[src/rtl/draw_pixel_sink.sv]
// Pixel draw stream sink: clips, linearises and buffers pixels, then drives the
// framebuffer write port; a frame-clear sequencer takes the port at frame start.
module draw_pixel_sink #(
    parameter int                    SCREEN_W    = 320,
    parameter int                    SCREEN_H    = 240,
    parameter int                    COLOR_BITS  = 9,
    parameter int                    FB_ADDRW    = 17,
    parameter int                    FIFO_DEPTH  = 16,
    parameter logic [COLOR_BITS-1:0] CLEAR_COLOR = '0
) (
    input  logic                  clk,
    input  logic                  reset,
    input  logic [31:0]           Draw_X,
    input  logic [31:0]           Draw_Y,
    input  logic [31:0]           Draw_Color,
    input  logic                  Enable_Draw,
    input  logic                  start_frame,
    output logic                  fb_wr_en,
    output logic [FB_ADDRW-1:0]   fb_wr_addr,
    output logic [COLOR_BITS-1:0] fb_wr_data,
    output logic                  clearing,
    output logic                  idle,
    output logic                  overflow,
    output logic [15:0]           clip_count
);

    localparam int PTR_W   = $clog2(FIFO_DEPTH);
    localparam int ENTRY_W = FB_ADDRW + COLOR_BITS;
    localparam logic [PTR_W:0]      FULL_COUNT = (PTR_W + 1)'(FIFO_DEPTH);
    localparam logic [FB_ADDRW-1:0] LAST_ADDR  = FB_ADDRW'(SCREEN_W * SCREEN_H - 1);
    localparam logic [31:0]         W32        = 32'(SCREEN_W);
    localparam logic [31:0]         H32        = 32'(SCREEN_H);

    typedef enum logic {ST_IDLE, ST_CLEAR} state_t;

    state_t                  state_reg;
    logic [FB_ADDRW-1:0]     clear_addr_reg;
    logic                    s1_valid_reg;
    logic [FB_ADDRW-1:0]     s1_addr_reg;
    logic [COLOR_BITS-1:0]   s1_color_reg;
    logic [ENTRY_W-1:0]      fifo_mem [FIFO_DEPTH];
    logic [PTR_W-1:0]        wr_ptr_reg;
    logic [PTR_W-1:0]        rd_ptr_reg;
    logic [PTR_W:0]          count_reg;

    logic                    in_bounds;
    logic [31:0]             lin_addr;
    logic                    fifo_full;
    logic                    push;
    logic                    pop;
    logic                    drop;
    logic [ENTRY_W-1:0]      head;
    logic                    unused_bits;

    // Full 32-bit compares so huge coordinates cannot alias into the screen.
    assign in_bounds   = (Draw_X < W32) && (Draw_Y < H32);
    assign lin_addr    = Draw_Y * W32 + Draw_X;
    assign unused_bits = ^{Draw_Color[31:COLOR_BITS], lin_addr[31:FB_ADDRW]};

    assign fifo_full = (count_reg == FULL_COUNT);
    // A start_frame in IDLE defers the pop so the head entry stays queued.
    assign pop       = (state_reg == ST_IDLE) && !start_frame && (count_reg != '0);
    assign push      = s1_valid_reg && (!fifo_full || pop);
    assign drop      = s1_valid_reg && fifo_full && !pop;
    assign head      = fifo_mem[rd_ptr_reg];

    assign idle = (state_reg == ST_IDLE) && !s1_valid_reg && (count_reg == '0);

    always_ff @(posedge clk or negedge reset) begin
        if (!reset) begin
            s1_valid_reg <= 1'b0;
            s1_addr_reg  <= '0;
            s1_color_reg <= '0;
            clip_count   <= '0;
        end else begin
            s1_valid_reg <= Enable_Draw && in_bounds;
            if (Enable_Draw && in_bounds) begin
                s1_addr_reg  <= lin_addr[FB_ADDRW-1:0];
                s1_color_reg <= Draw_Color[COLOR_BITS-1:0];
            end
            if (Enable_Draw && !in_bounds && clip_count != 16'hFFFF)
                clip_count <= clip_count + 16'd1;
        end
    end

    always_ff @(posedge clk) begin
        if (push)
            fifo_mem[wr_ptr_reg] <= {s1_addr_reg, s1_color_reg};
    end

    always_ff @(posedge clk or negedge reset) begin
        if (!reset) begin
            wr_ptr_reg <= '0;
            rd_ptr_reg <= '0;
            count_reg  <= '0;
        end else begin
            if (push)
                wr_ptr_reg <= wr_ptr_reg + 1'b1;
            if (pop)
                rd_ptr_reg <= rd_ptr_reg + 1'b1;
            if (push && !pop)
                count_reg <= count_reg + 1'b1;
            else if (!push && pop)
                count_reg <= count_reg - 1'b1;
        end
    end

    always_ff @(posedge clk or negedge reset) begin
        if (!reset) begin
            state_reg      <= ST_IDLE;
            clear_addr_reg <= '0;
            fb_wr_en       <= 1'b0;
            fb_wr_addr     <= '0;
            fb_wr_data     <= '0;
            clearing       <= 1'b0;
            overflow       <= 1'b0;
        end else begin
            fb_wr_en <= 1'b0;
            clearing <= 1'b0;
            case (state_reg)
                ST_IDLE: begin
                    if (start_frame) begin
                        state_reg      <= ST_CLEAR;
                        clear_addr_reg <= '0;
                    end else if (pop) begin
                        fb_wr_en   <= 1'b1;
                        fb_wr_addr <= head[ENTRY_W-1:COLOR_BITS];
                        fb_wr_data <= head[COLOR_BITS-1:0];
                    end
                end
                ST_CLEAR: begin
                    fb_wr_en   <= 1'b1;
                    clearing   <= 1'b1;
                    fb_wr_addr <= clear_addr_reg;
                    fb_wr_data <= CLEAR_COLOR;
                    if (start_frame)
                        clear_addr_reg <= '0;
                    else if (clear_addr_reg == LAST_ADDR)
                        state_reg <= ST_IDLE;
                    else
                        clear_addr_reg <= clear_addr_reg + 1'b1;
                end
                default: state_reg <= ST_IDLE;
            endcase
            // A drop on the same edge as start_frame is newer news, so it sticks.
            if (drop)
                overflow <= 1'b1;
            else if (start_frame)
                overflow <= 1'b0;
        end
    end

endmodule
[config.mk]
export PLATFORM = sky130hd
export DESIGN_NAME = draw_pixel_sink
export DESIGN_NICKNAME = d
export VERILOG_FILES = /design/src/rtl/draw_pixel_sink.sv
export SDC_FILE = /design/constraint.sdc
export NUM_CORES = 1
export LEC_CHECK = 0
export ABC_AREA = 1
export CORE_ASPECT_RATIO = 0.9
export CORE_MARGIN = 3
export CORE_UTILIZATION = 35
export CTS_BUF_LIST = sky130_fd_sc_hd__clkbuf_8
export CTS_CLUSTER_SIZE = 12
export DETAILED_ROUTE_END_ITERATION = 16
export GPL_TIMING_DRIVEN = 1
export SETUP_SLACK_MARGIN = 0.05
export SYNTH_ARGS = -nofsm -noshare
export SYNTH_HDL_FRONTEND = slang
export SYNTH_SLANG_ARGS = --single-unit
[constraint.sdc]
create_clock -name clk -period 3.6 [get_ports clk]
set_input_delay 0.36 -clock clk [delete_from_list [all_inputs] [get_ports clk]]
set_output_delay 0.36 -clock clk [all_outputs]
set_load 0.02 [all_outputs]
# Yosys cells after proc, flatten, opt, wreduce, memory -nomap -nowiden
# Memory sizes are Yosys's and may differ from the RTL's.
# Index checks and enable logic that the tools add are counted.
# totals
ff_bits	103
ram_bits	416
n_memories	1
# op_classes
add_sub_neg	7
mul	1
magnitude_cmp	2
n_eq_ne	7
n_mux	24
bitwise_logic	1
reduce_logical	26
# memory_table
name	words	word_bits	read_ports	rd_ports_with_merged_regs	write_ports	line	rtl
fifo_mem	16	26	1	0	1	41	logic [ENTRY_W-1:0] fifo_mem [FIFO_DEPTH];
# op_table
operator	count
$mux 17	5
$pmux 17 s2	2
$lt 32x8->1 const B	1
$lt 32x9->1 const B	1
$mul 32x3->11 const B	1
$mux 9	2
$pmux 9 s2	1
$add 17x1->17 const B	1
$add 17x17->17	1
$eq 17x17->1 const B	1
$add 16x1->16 const B	1
$ne 16x16->1 const B	1
$logic_and 1x1->1	13
$mux 1	10
$mux 5	2
$add 4x1->4 const B	2
$logic_not 1->1	6
$ne 2x2->1 const B	3
$add 5x1->5 const B	1
$eq 5x5->1 const B	1
$logic_not 5->1	1
$reduce_bool 5->1	1
$sub 5x1->5 const B	1
$pmux 1 s2	2
5 further kinds	7

# Logic depth before layout (Yosys ltp)
# Gate-level depths: netlist of run 1.
# depth
ltp_word	9
depth_mapped	18
ltp_nobuf	18

# Worst setup path after synthesis of run 1
# OpenSTA, ideal clock, no wires.
# synth_path
kind	flip-flop to flip-flop
start	reg state_reg
end	mem fifo_mem[11][0] (netlist bit) (enable)
setup_ns	0.442
arrival_time_ns	2.931
t_required_ns	3.158
slack_ns	0.227
stages_incl_launch_ff	9
path_cell_list	dfrtp_1 > buf_2 > nor2_1 > nand2_1 > nand2_1 > nand2_1 > inv_1 > nand2_1 > nor3_1
# synth_via
elab_chain_cells	7
# synth_rtl
item	line	rtl
start, declared	36	state_t state_reg;
start signal, assigned	110	state_reg <= ST_IDLE;
start signal, assigned	123	state_reg <= ST_CLEAR;
start signal, assigned	139	state_reg <= ST_IDLE;
$not 1->1	n/a	
$logic_and 1x1->1 (2 in a row)	62	assign pop = (state_reg == ST_IDLE) && !start_frame && (count_reg != '0);
$logic_or 1x1->1	63	assign push = s1_valid_reg && (!fifo_full || pop);
$logic_and 1x1->1	63	
via push	49	logic push;
$mux 1	87	if (push)
$mux 1 (not written as such)	88	fifo_mem[wr_ptr_reg] <= {s1_addr_reg, s1_color_reg};
end, declared	41	
# The timed path passes the listed nets, and every way through them passes these cells.

# Final worst setup path of run 1
# layout_path
start	in Draw_Y[1]
end	reg s1_addr_reg[16]
# layout_via
elab_chain_cells	3
elab_cells_between_ends	5
# layout_rtl
item	line	rtl
start, declared	14	input logic [31:0] Draw_Y,
branches (longest 3 deep; another with $mul 32x3->11)	n/a	
end signal, assigned	78	s1_addr_reg <= lin_addr[FB_ADDRW-1:0];
end, declared	39	logic [FB_ADDRW-1:0] s1_addr_reg;
# Several ways; the timed one is not identified.
# A chain may end at the register's enable or synchronous reset.

==> results.json, run 1 <==
{
  "reg2reg_depth": 16,
  "fin_crit_ps": 2810,
  "grt_pass1_wl_um": 94100,
  "synth_warnings": 0,
  "cap_viol_max_count": 0,
  "vias_per_cell": 5.00,
  "largest_reg_flops": 416,
  "synthAdderAreaFrac": 0.0227,
  "critPathMaxFanout": 4,
  "num_vias": 16500,
  "cp.required_ps": 4150,
  "yosysSeqAreaShare": 0.654,
  "mappedNetlistArea_um2": 23000,
  "hold_buffers": 1,
  "fin_util": 0.417,
  "synth-compound-area-share": 0.0624,
  "rrSetupSlack_ps": 990,
  "final-hold-violation-count": 0,
  "ioPinCount": 146,
  "fp.dieH_um": 249,
  "synthXorXnorAreaFrac": 0.0133,
  "ir_worst_vdd_mv": 0.330,
  "synth_top_area_cell": "edfxtp_1",
  "multi_input_area_um2": 7080,
  "clock-root-buffer": "clkbuf_8",
  "post_cts_buffers": 0,
  "min_path_cells": 3,
  "routed_wl_um": 60900,
  "p_leak_nw": 11.2,
  "whs_ps": 229,
  "cts-resized-gates": 0,
  "drive_gt1_frac": 0.0859,
  "dp_hpwl_um": 34900,
  "async_flop_share": 0.198,
  "synth_top_family_by_area": "simple AND/OR/NAND/NOR gates",
  "power.total_mw": 12.0,
  "final_nets": 2503,
  "cts_tree": "built",
  "dr.pass1.iters": 5,
  "synthSimpleGateAreaFrac": 0.204,
  "grt_overflow": 0,
  "fp-row-count": 88,
  "timing.final.crit_share": 0.780,
  "cts_max_level": 3,
  "gp_congestion": 0.852,
  "tightest_slew_ps": 1100,
  "synth-edff-count": 416,
  "grt_pass1_vias": 16200,
  "maxSlewHeadroom": 0.270,
  "setup_viol": 0,
  "rsz0062_at_grt": "false",
  "cts_buffers": 83,
  "netlist.area_leader.share": 0.542,
  "cp-start-kind": "input port",
  "final_cells": 3288,
  "portBuffers": 122,
  "setup_tns_ps": 0,
  "power.density_nw_per_um2": 444,
  "worstSetupEndpointType": "register",
  "die_w_um": 276,
  "area.growth.synth_to_final_pct": 17.0,
  "largest-register": "fifo_mem",
  "max_freq_ghz": 0.356,
  "synth_most_common_cell": "nand2_1",
  "fillCellCount": 6060,
  "avgSynthCellArea_um2": 10.4,
  "cts_buffer_depth": 3,
  "synth_nets": 2354,
  "grt_max_degree": 120,
  "drv_slew": 0,
  "detail_route.wl_per_cell_um": 18.5,
  "insertion_delay_ps": 680,
  "grt_use_total": 0.175,
  "ant_nets": 0,
  "path_clk_slew_ps": 60,
  "crit_arrival_ps": 3360,
  "worstSetupPathType": "in2reg",
  "start_util": 0.357,
  "ys_seq_elements": 519,
  "synth_commonest_cells": "578 x nand2_1, 416 x edfxtp_1, 296 x nor2_1",
  "muxShareOfSynthArea": 0,
  "min_path_type": "in2reg",
  "core_area_um2": 64600,
  "fin_worst_skew_ps": 38.2,
  "placed_cells": 3132,
  "dieArea_um2": 69000,
  "netlist_instances": 2214,
  "clkSinkCount": 519,
  "synth_cell_types": 41,
  "drc": 0,
  "regArea_um2": 15100,
  "status": "complete, no violations",
  "antenna_cells": 0,
  "drt_iter0_drc": 1462,
  "yosys_most_used_dff": "edfxtp_1",
  "yosys-top-cells-area": "edfxtp_1 54%, dfrtp_1 11%, nand2_1 9.4%, nor2_1 4.8%, nand3_1 4.0%",
  "antenna_found_initial": 0
}
## cell families after synthesis
| group | after synthesis |
|---|---|
| DFF | 519 |
| adders and majority gates | 40 |
| xor gates and xnor gates | 35 |
| buffers and inverters | 228 |
| and+or+nand+nor | 1130 |
| AOI/OAI and AO/OA | 262 |
## critical path, cell delays in order
cell and delay, ps:
clkdlybuf4s50_1 460, ha_1 320, ha_1 220, fa_1 420
nand3_1 100, nand2_1 80, nand2_1 80, nand2_1 50
a21oi_1 160, xnor2_1 160, ha_1 310, nand2_1 100
inv_1 40, a21oi_1 150, nand3_1 110, inv_1 70
nand2_1 50, nand3_1 60, nand2_1 60
## cells in the final DEF, fill, tap and decap left out, types with 18 or more instances in the layout
cell type / count
nand4_1: 32
clkdlybuf4s50_1: 121
clkbuf_8: 90
nand3_1: 184
nor2_1: 283
buf_4: 42
xor2_1: 21
a21oi_1: 55
edfxtp_1: 416
nor2_4: 18
dfrtp_1: 101
o211ai_1: 39
o21ai_0: 144
inv_1: 153
ha_1: 37
nand2_1: 578
## report_power, final
group / switching, mW / internal (mW) / total, mW
Sequential: 0.0479 / 6.43 / 6.48
Clock: 2.39 / 2.49 / 4.88
Combinational: 0.325 / 0.274 / 0.599
## per-layer routing
layer / GRT usage / vias up / wire length, um / part of all wire
met1: 0.241 / 7956 / 27600 / 0.45
met2: 0.278 / 525 / 27600 / 0.45
met3: 0.0315 / 114 / 3790 / 0.062
met5: 0 / - / 0 / 0
met4: 0.0599 / 0 / 1920 / 0.032
li1: - / 7856 / - / -
## cell type report
| cell class | count | area share |
|---|---|---|
| sequential | 519 | 0.559 |
| multi-input combinational | 1467 | 0.263 |
| timing repair buffer | 171 | 0.0622 |
| clock buffer | 90 | 0.0459 |
| tap | 855 | 0.0397 |
| inverter | 121 | 0.0170 |
| clock inverter | 65 | 0.0137 |
## through the flow
step / setup WS [ps] / instance area [um2]
6_report: 792 / 27000
5_1_grt: 602 / 27000
4_1_cts: 812 / 27000
3_5_place_dp: 85.9 / 25400
3_3_place_gp: 112 / 25400
2_1_floorplan: 227 / 23000
## worst paths after layout
kind	from	endpoint
worst max-delay path	Draw_Y[1]	s1_addr_reg[16]
worst min-delay path	Draw_Color[7]	s1_color_reg[7]
worst max register to register	count_reg[0]	count_reg[3]
worst min register to register	fb_wr_addr[14]	fb_wr_addr[14]
max in group asynchronous	reset	clear_addr_reg[11]
min in group asynchronous	reset	clip_count[15]
Note: power is estimated with default switching activity, not from simulation.
==> run 2, diff against run 1 <==
==> constraint.sdc (replaced) <==
create_clock -name clk -period 2.7 [get_ports clk]
set_input_delay 0.27 -clock clk [delete_from_list [all_inputs] [get_ports clk]]
set_output_delay 0.27 -clock clk [all_outputs]
set_load 0.02 [all_outputs]
==> run 2 against run 1 <==
  * Die area did not move
  * Clock skew rose by 9.5 ps
  * Routed wire length rose by 2.4%
  * Largest cell class unchanged
==> results.json, run 2 (synthesis gave the netlist of run 1 again) <==
{
  "cp_slowest_cell": "clkdlybuf4s50_1",
  "critPathMaxFanout": 3,
  "grt_overflow": 0,
  "path_common_cell": "nand2_1",
  "path_clk_slew_ps": 60,
  "rsz0062_at_grt": "false",
  "rrSetupSlack_ps": 380,
  "final_common_cell": "nand2_1",
  "whs_ps": 146,
  "max_freq_ghz": 0.403,
  "antenna_cells": 0,
  "num_vias": 16600,
  "clkSinkCount": 519,
  "drive_gt1_frac": 0.106,
  "area.growth.synth_to_final_pct": 19.7,
  "dr.pass1.iters": 5,
  "cp-endpoint": "s1_addr_reg[16]",
  "cp.depth": 18,
  "vias_per_cell": 4.99,
  "p_int_mw": 12.4,
  "grt_pass1_vias": 16600,
  "cts_buffers": 86,
  "gp_congestion": 0.866,
  "grt_max_degree": 100,
  "ioPinCount": 146,
  "r2r-end": "count_reg[3]",
  "grt_use_total": 0.179,
  "largest-register": "fifo_mem",
  "dp_hpwl_um": 36700,
  "final_cell_mix": "576 x nand2_1, 416 x edfxtp_1, 282 x nor2_1",
  "multi_input_area_um2": 7090,
  "start_util": 0.357,
  "r2r-start": "count_reg[0]",
  "drv_slew": 0,
  "grt_pass1_wl_um": 97000,
  "fin_crit_ps": 2480,
  "crit_chain": "clkdlybuf4s50_1, ha_1, fa_1, nand3_1, nand2_1, nand2_1, nand2_1, a21oi_2, xnor2_1, ha_1, nand2_2, inv_1, a21oi_1, nand3_1, inv_1, nand2_1, nand3_1, nand2_1",
  "clock-root-buffer": "clkbuf_8",
  "power.density_nw_per_um2": 585,
  "ir_worst_vdd_mv": 0.334,
  "cp-start-kind": "input port",
  "crit_family": "adder cells",
  "core_area_um2": 64600,
  "status": "complete, no violations",
  "worstSetupEndpointType": "register",
  "portBuffers": 122,
  "ant_nets": 0,
  "final-hold-violation-count": 0,
  "regArea_um2": 15100,
  "setup_viol": 0,
  "crit_arrival_ps": 3030,
  "cts_max_level": 3,
  "path_buf_inv": 3,
  "tightest_slew_ps": 686,
  "cts_tree": "built",
  "drt_iter0_drc": 1372,
  "detail_route.wl_per_cell_um": 18.7,
  "fillCellCount": 6082,
  "drc": 0,
  "worstSetupPathType": "in2reg",
  "switching_power_mw": 3.76,
  "routed_wl_um": 62400,
  "cp-startpoint": "Draw_Y[4]",
  "timing.final.crit_share": 0.918,
  "fin_worst_skew_ps": 47.7,
  "reg2reg_depth": 16,
  "swShare": 0.233,
  "combPwrFrac": 0.056,
  "setup_tns_ps": 0,
  "cp.required_ps": 3250,
  "slowest_delay_ps": 470,
  "insertion_delay_ps": 700,
  "antenna_found_initial": 0,
  "cap_viol_max_count": 0,
  "cts_buffer_depth": 3,
  "p_leak_nw": 11.5,
  "min_path_type": "in2async",
  "die_w_um": 276,
  "fp-row-count": 88,
  "maxSlewHeadroom": 0.543,
  "dieArea_um2": 69000,
  "clkPwrFrac": 0.408,
  "p_seq_frac": 0.536,
  "fp.dieH_um": 249,
  "largest_reg_flops": 416,
  "final_nets": 2550
}
## run 2: cell count changes in the layout (fill, tap and decap cells not counted), moves of 3 or more
cell | before | now
clkbuf_8 | 90 | 98
buf_12 | 7 | 26
dlymetal6s2s_1 | 0 | 3
buf_4 | 42 | 67
inv_1 | 153 | 150
clkdlybuf4s50_1 | 121 | 118
## run 2: cell type report
type | count | share of cell area
clock buffer | 98 | 0.0489
clock inverter | 58 | 0.0107
inverter | 121 | 0.0166
multi-input combinational | 1467 | 0.257
sequential | 519 | 0.546
tap | 855 | 0.0388
timing repair buffer | 215 | 0.0816
## run 2: repair_timing
item | 4_1_cts | 5_1_grt
setup buffers | 0 | 1
hold buffers | 1 | 0
endpoints found under the setup margin | 0 | 5
hold endpoints to repair | 36 | 0
resized for setup | 0 | 8
## run 2: power groups by stage
stage / Clock [mW] / Combinational [mW] / Sequential [mW]
CTS: 6.74 / 0.901 / 8.65
global placement: 0 / 0.887 / 8.80
floorplan: 0 / 0.420 / 8.83
finish: 6.58 / 0.911 / 8.64
detailed placement: 0 / 0.896 / 8.81
global route: 7.12 / 1.02 / 8.65
## run 2: how the worst min path moves through the flow
| stage | to | depth (start not counted) |
|---|---|---|
| finish | clip_count[14] | 2 |
| global route | s1_addr_reg[5] | 3 |
| CTS | s1_addr_reg[1] | 2 |
| detailed placement | clip_count[14] | 1 |
| global placement | clip_count[14] | 1 |
| floorplan | clear_addr_reg[0] | 0 |
## run 2: per-layer routing
| metal | up-vias | GRT usage | share of wire |
|---|---|---|---|
| li1 | 7945 | - | - |
| met1 | 8027 | 0.243 | 0.44 |
| met2 | 552 | 0.296 | 0.47 |
| met3 | 95 | 0.0334 | 0.063 |
| met4 | 0 | 0.0492 | 0.021 |
| met5 | - | 0 | 0 |
## run 2: per-stage QoR
stage / power [mW] / cell area [um2] / cells / util / setup WS (ps)
detailed placement: 9.70 / 25900 / 3175 / 0.401 / -566
global route: 16.8 / 27600 / 3333 / 0.427 / 70.9
CTS: 16.3 / 27600 / 3332 / 0.427 / 109
global placement: 9.69 / 25900 / 3175 / 0.401 / -503
finish: 16.1 / 27600 / 3333 / 0.427 / 221
floorplan: 9.25 / 23000 / 2214 / - / -673
## run 2: worst register-to-register path: stages, from the launching register on
cell and delay, ps:
dfrtp_1 430, nor2_1 170, nand4_1 150, nand2_2 130, nand2_1 50, nand2_1 70
inv_1 50, ha_1 230, inv_2 100, ha_1 240, nand2_1 70, inv_1 30
o21ai_0 130, nand2_1 80, o21ai_0 140, a21oi_1 60, a21oi_1 120
==> run 3, diff against run 2 <==
--- a/config.mk
+++ b/config.mk
@@ -7,7 +7,6 @@
 export LEC_CHECK = 0
 export ABC_AREA = 1
 export CORE_ASPECT_RATIO = 0.9
-export CORE_MARGIN = 3
 export CORE_UTILIZATION = 35
 export CTS_BUF_LIST = sky130_fd_sc_hd__clkbuf_8
 export CTS_CLUSTER_SIZE = 12
==> run 3 against run 2 <==
  * Non-clock buffer count fell by 3
  * Register-to-register slack barely moved
  * Combinational power rose by 2%
  * Routed wire length fell by 2.0%
  * Cell area fell by 0.24%
  * Global-route usage rose by 0.57 points
  * Clock-buffer cell count fell by 6
  * Utilization fell by 0.10 points
  * Largest power group unchanged
==> results.json, run 3 (synthesis gave the netlist of run 1 again) <==
{
  "cts_buffers": 85,
  "min_path_type": "in2async",
  "num_vias": 16600,
  "maxSlewHeadroom": 0.519,
  "reg2reg_depth": 16,
  "drv_slew": 0,
  "p_leak_nw": 11.4,
  "fin_worst_skew_ps": 39.5,
  "fin_crit_ps": 2490,
  "insertion_delay_ps": 680,
  "path_common_cell": "nand2_1",
  "routed_wl_um": 61100,
  "largest_reg_flops": 416,
  "detail_route.wl_per_cell_um": 18.4,
  "worstSetupPathType": "in2reg",
  "vias_per_cell": 4.97,
  "ioPinCount": 146,
  "rrSetupSlack_ps": 390,
  "antenna_cells": 0,
  "drive_gt1_frac": 0.106,
  "cts_max_level": 3,
  "portBuffers": 122,
  "setup_tns_ps": 0,
  "final_cell_mix": "576 x nand2_1, 416 x edfxtp_1, 280 x nor2_1",
  "rsz0062_at_grt": "false",
  "drc": 0,
  "gp_congestion": 0.854,
  "final-hold-violation-count": 0,
  "r2r-start": "count_reg[0]",
  "clock-root-buffer": "clkbuf_8",
  "crit_arrival_ps": 3040,
  "grt_use_total": 0.185,
  "stdcell_area_um2": 27500,
  "critPathMaxFanout": 2,
  "r2r-end": "count_reg[3]",
  "ant_nets": 0,
  "fillCellCount": 6043,
  "slowest_delay_ps": 430,
  "fp-row-count": 88,
  "cp_slowest_cell": "clkdlybuf4s50_1",
  "cts_buffer_depth": 3,
  "timing.final.crit_share": 0.922,
  "worstSetupEndpointType": "register",
  "dp_slack_ps": -522,
  "antenna_found_initial": 1,
  "power.total_mw": 16.1,
  "cts_tree": "built",
  "cp-start-kind": "input port",
  "die_w_um": 272,
  "drt_iter0_drc": 1522,
  "dp_hpwl_um": 35700,
  "path_clk_slew_ps": 50,
  "grt_overflow": 0,
  "power.density_nw_per_um2": 585,
  "setup_viol": 0,
  "fin_util": 0.426,
  "tightest_slew_ps": 721,
  "crit_chain": "clkdlybuf4s50_1, ha_1, ha_1, fa_2, nand3_1, nand2_1, buf_4, xnor2_1, inv_1, ha_1, nand2_1, nand2_1, buf_4, nor2_1, nand3_1, nand3_1, nand2_1",
  "dieArea_um2": 66900,
  "setup_ws_ps": 210,
  "cp.required_ps": 3250,
  "grt_pass1_wl_um": 94800,
  "grt_pass1_vias": 16500,
  "dr.pass1.iters": 7,
  "start_util": 0.357,
  "max_freq_ghz": 0.402,
  "largest-register": "fifo_mem",
  "placed_cells": 3172,
  "cap_viol_max_count": 0,
  "core_area_um2": 64600,
  "final_cells": 3331,
  "whs_ps": 139,
  "fp.dieH_um": 245,
  "placed_area_um2": 25900,
  "ir_worst_vdd_mv": 0.365,
  "final_nets": 2546,
  "area.growth.synth_to_final_pct": 19.4,
  "clkSinkCount": 519,
  "grt_max_degree": 128,
  "final_common_cell": "nand2_1",
  "status": "complete, no violations"
}
-- run 3: layout make-up --
type                       instances  area [um2]  share of cell area
clock inverter                    65         350              0.0127
tap                              855        1070              0.0389
clock buffer                      92        1270              0.0460
timing repair buffer             212        2180              0.0794
inverter                         121         459              0.0167
sequential                       519       15100               0.548
multi-input combinational       1467        7120               0.259
-- run 3: repair_timing --
item                       4_1_cts  5_1_grt
hold buffers                     1        0
setup buffers                    0        1
gates resized for setup          0       12
hold endpoints to repair        36        0
setup endpoints to repair        0        5
-- run 3: worst max-delay path, delay by kind of cell --
kind / cells / cell delay [ps]
adder cells (fa/ha/maj): 4 / 1190
buffers and inverters: 4 / 790
AND/OR/NAND/NOR: 8 / 660
XOR/XNOR: 1 / 130
-- run 3: how the worst max path moves through the flow --
stage,start,depth (start not counted),slack [ps],endpoint
after global routing,Draw_Y[1],19,40,s1_addr_reg[16]
after global placement,Draw_Y[1],19,-500,s1_addr_reg[16]
after CTS,count_reg[0],4,120,idle
after floorplan,state_reg,8,-670,fifo_mem[11][0]
final,Draw_Y[1],17,210,s1_addr_reg[14]
after detailed placement,Draw_Y[1],19,-520,s1_addr_reg[16]
-- run 3: routing by layer --
layer,global-route usage,wire (um),vias to the layer above
met5,0,13,-
met4,0.0577,1620,2
met3,0.0374,3770,108
met2,0.295,28000,516
met1,0.253,27700,8010
li1,-,-,7934
-- run 3: power breakdown --
| group | switching, mW | internal (mW) |
|---|---|---|
| logic | 0.461 | 0.466 |
| clock network | 3.18 | 3.35 |
| registers | 0.0653 | 8.58 |
| total | 3.70 | 12.4 |
==> variant (settings of run 2) <==
`COLOR_BITS`: 9 -> 7.
--- a/src/rtl/draw_pixel_sink.sv
+++ b/src/rtl/draw_pixel_sink.sv
@@ -3,7 +3,7 @@
 module draw_pixel_sink #(
     parameter int                    SCREEN_W    = 320,
     parameter int                    SCREEN_H    = 240,
-    parameter int                    COLOR_BITS  = 9,
+    parameter int                    COLOR_BITS  = 7,
     parameter int                    FB_ADDRW    = 17,
     parameter int                    FIFO_DEPTH  = 16,
     parameter logic [COLOR_BITS-1:0] CLEAR_COLOR = '0
Ports: changed (resized fb_wr_data); port bits go from 146 to 144. No check against the original RTL was run, so the function may have changed too.
==> variant against run 2 <==
Area after synthesis fell by 7.3%. Die area fell by 7.1%. Power fell by 8.1%. Register-to-register slack got worse by 0.06 ns. Cell area fell by 8.0%. Setup slack got worse by 0.025 ns. Wire length fell by 11%. Sequential cell count fell by 36. Maximum frequency fell by 0.99%. Largest cell class unchanged.
==> variant: results (changes against run 2) <==
outcome = complete, no violations (unchanged)
vias in the first global route = 15000 (was 16600)
min-delay worst type = input port to async pin (unchanged)
Worst-Skew Late Latency = 0.65 ns (was 0.70 ns)
Fillers = 5621 (was 6082)
Switching Power = 3.48 mW (was 3.76 mW)
Largest stage delay, worst path = 0.43 ns (was 0.47 ns)
Layout Nets = 2356 (was 2550)
global-route wire length before repair = 86.7 mm (was 97.0 mm)
DP Area = 23900 sq um (was 25900 sq um)
max reg flops = 384 (was 416)
number of I/O port buffers = 118 (was 122)
Initial DRC Count = 1219 (was 1372)
Tap Cells = 783 (was 855)
clk buf depth = 3 (unchanged)
#MultiIn Comb = 1317 (was 1467)
Seq cells = 483 (was 519)
ranking of synthesized cells by area = edfxtp_1 (54%), dfrtp_1 (12%), nand2_1 (8.3%) (was edfxtp_1 (54%), dfrtp_1 (11%), nand2_1 (9.4%))
Worst VDD drop = 345 uV (was 334 uV)
Post-synth ARST share = 20.5% (was 19.8%)
sequential fraction of total cell area = 55.2% (was 54.6%)
WL met3 = 3.70 mm (was 3.92 mm)
most instantiated cells after synthesis = nand2_1 (473), edfxtp_1 (384), nor2_1 (250) (was nand2_1 (578), edfxtp_1 (416), nor2_1 (296))
Worst-Margin Slew = 0.923 ns (was 0.686 ns)
setup bufs post-CTS = 0 (unchanged)
post-DP HPWL = 34.1 mm (was 36.7 mm)
Non-CTS buffers = 206 (was 215)
largest net degree at the start of global routing = 116 (was 100)
pre-CTS setup slack = -0.573 ns (was -0.566 ns)
M2 GR Usage = 27.7% (was 29.6%)
multi-input logic area = 6480 sq um (was 7090 sq um)
part of the power in the clock network = 39.4% (was 40.8%)
Comb power = 0.917 mW (was 0.911 mW)
global-route usage over all layers = 17.5% (was 17.9%)
non-clock inverter count = 128 (was 121)
DR vias = 15400 (was 16600)
library cells used by synthesis = 43 (was 41)
switch share = 23.5% (was 23.3%)
layout cell share with drive strength beyond 1 = 10.6% (about the same)
M3 GR Usage = 3.83% (was 3.34%)
Non-Filler Instances = 3064 (was 3333)
crit-path max FO = 4 (was 3)
Layout Skew = 0.0234 ns (was 0.0477 ns)
static leakage = 10.4 nW (was 11.5 nW)
TNS Setup = 0 ns (unchanged)
Post-CTS Hold Fix Bufs = 1 (unchanged)
Data buffer area share = 7.80% (was 8.16%)
wl on met1 = 25.5 mm (was 27.6 mm)
clock buffers = 84 (was 98)
WL/cell = 18.2 um (was 18.7 um)
register area share after synthesis = 65.6% (was 65.4%)
Post-synth EDFFs = 384 (was 416)
clk tree area frac = 5.67% (was 5.95%)
CP delay by family, top = adder cells (unchanged)
number of placed cells counting well taps = 2916 (was 3175)
final RePlAce weighted congestion = 0.847 (was 0.866)
TritonCTS buffer count = 80 (was 86)
GRT met1 Usage = 24.5% (was 24.3%)
syn nets = 2163 (was 2354)
[variant: path summary, 6_finish.rpt]
check,startpoint,endpoint,slack [ns],depth (start not counted)
max,Draw_Y[3],s1_addr_reg[16]$_DFFE_PN0P_,0.20,15
min reg2reg,fb_wr_data[4]$_DFFE_PN0P_,fb_wr_data[4]$_DFFE_PN0P_,0.48,2
min,reset,s1_addr_reg[5]$_DFFE_PN0P_,0.16,2
max in group asynchronous,reset,fb_wr_addr[4]$_DFFE_PN0P_,1.76,3
min in group clk,Draw_X[0],s1_addr_reg[0]$_DFFE_PN0P_,0.18,3
max reg2reg,count_reg[0]$_DFFE_PN0P_,count_reg[4]$_DFFE_PN0P_,0.32,13
[variant: kinds of logic after synthesis]
logic type | Yosys count | share of synthesized area, %
buffers and inverters | 223 | 4.45
flip-flops | 483 | 65.6
XOR/XNOR | 38 | 1.56
AND/OR/NAND/NOR | 962 | 18.7
adder cells (fa/ha/maj) | 40 | 2.45
AO/OA/AOI/OAI | 277 | 7.25
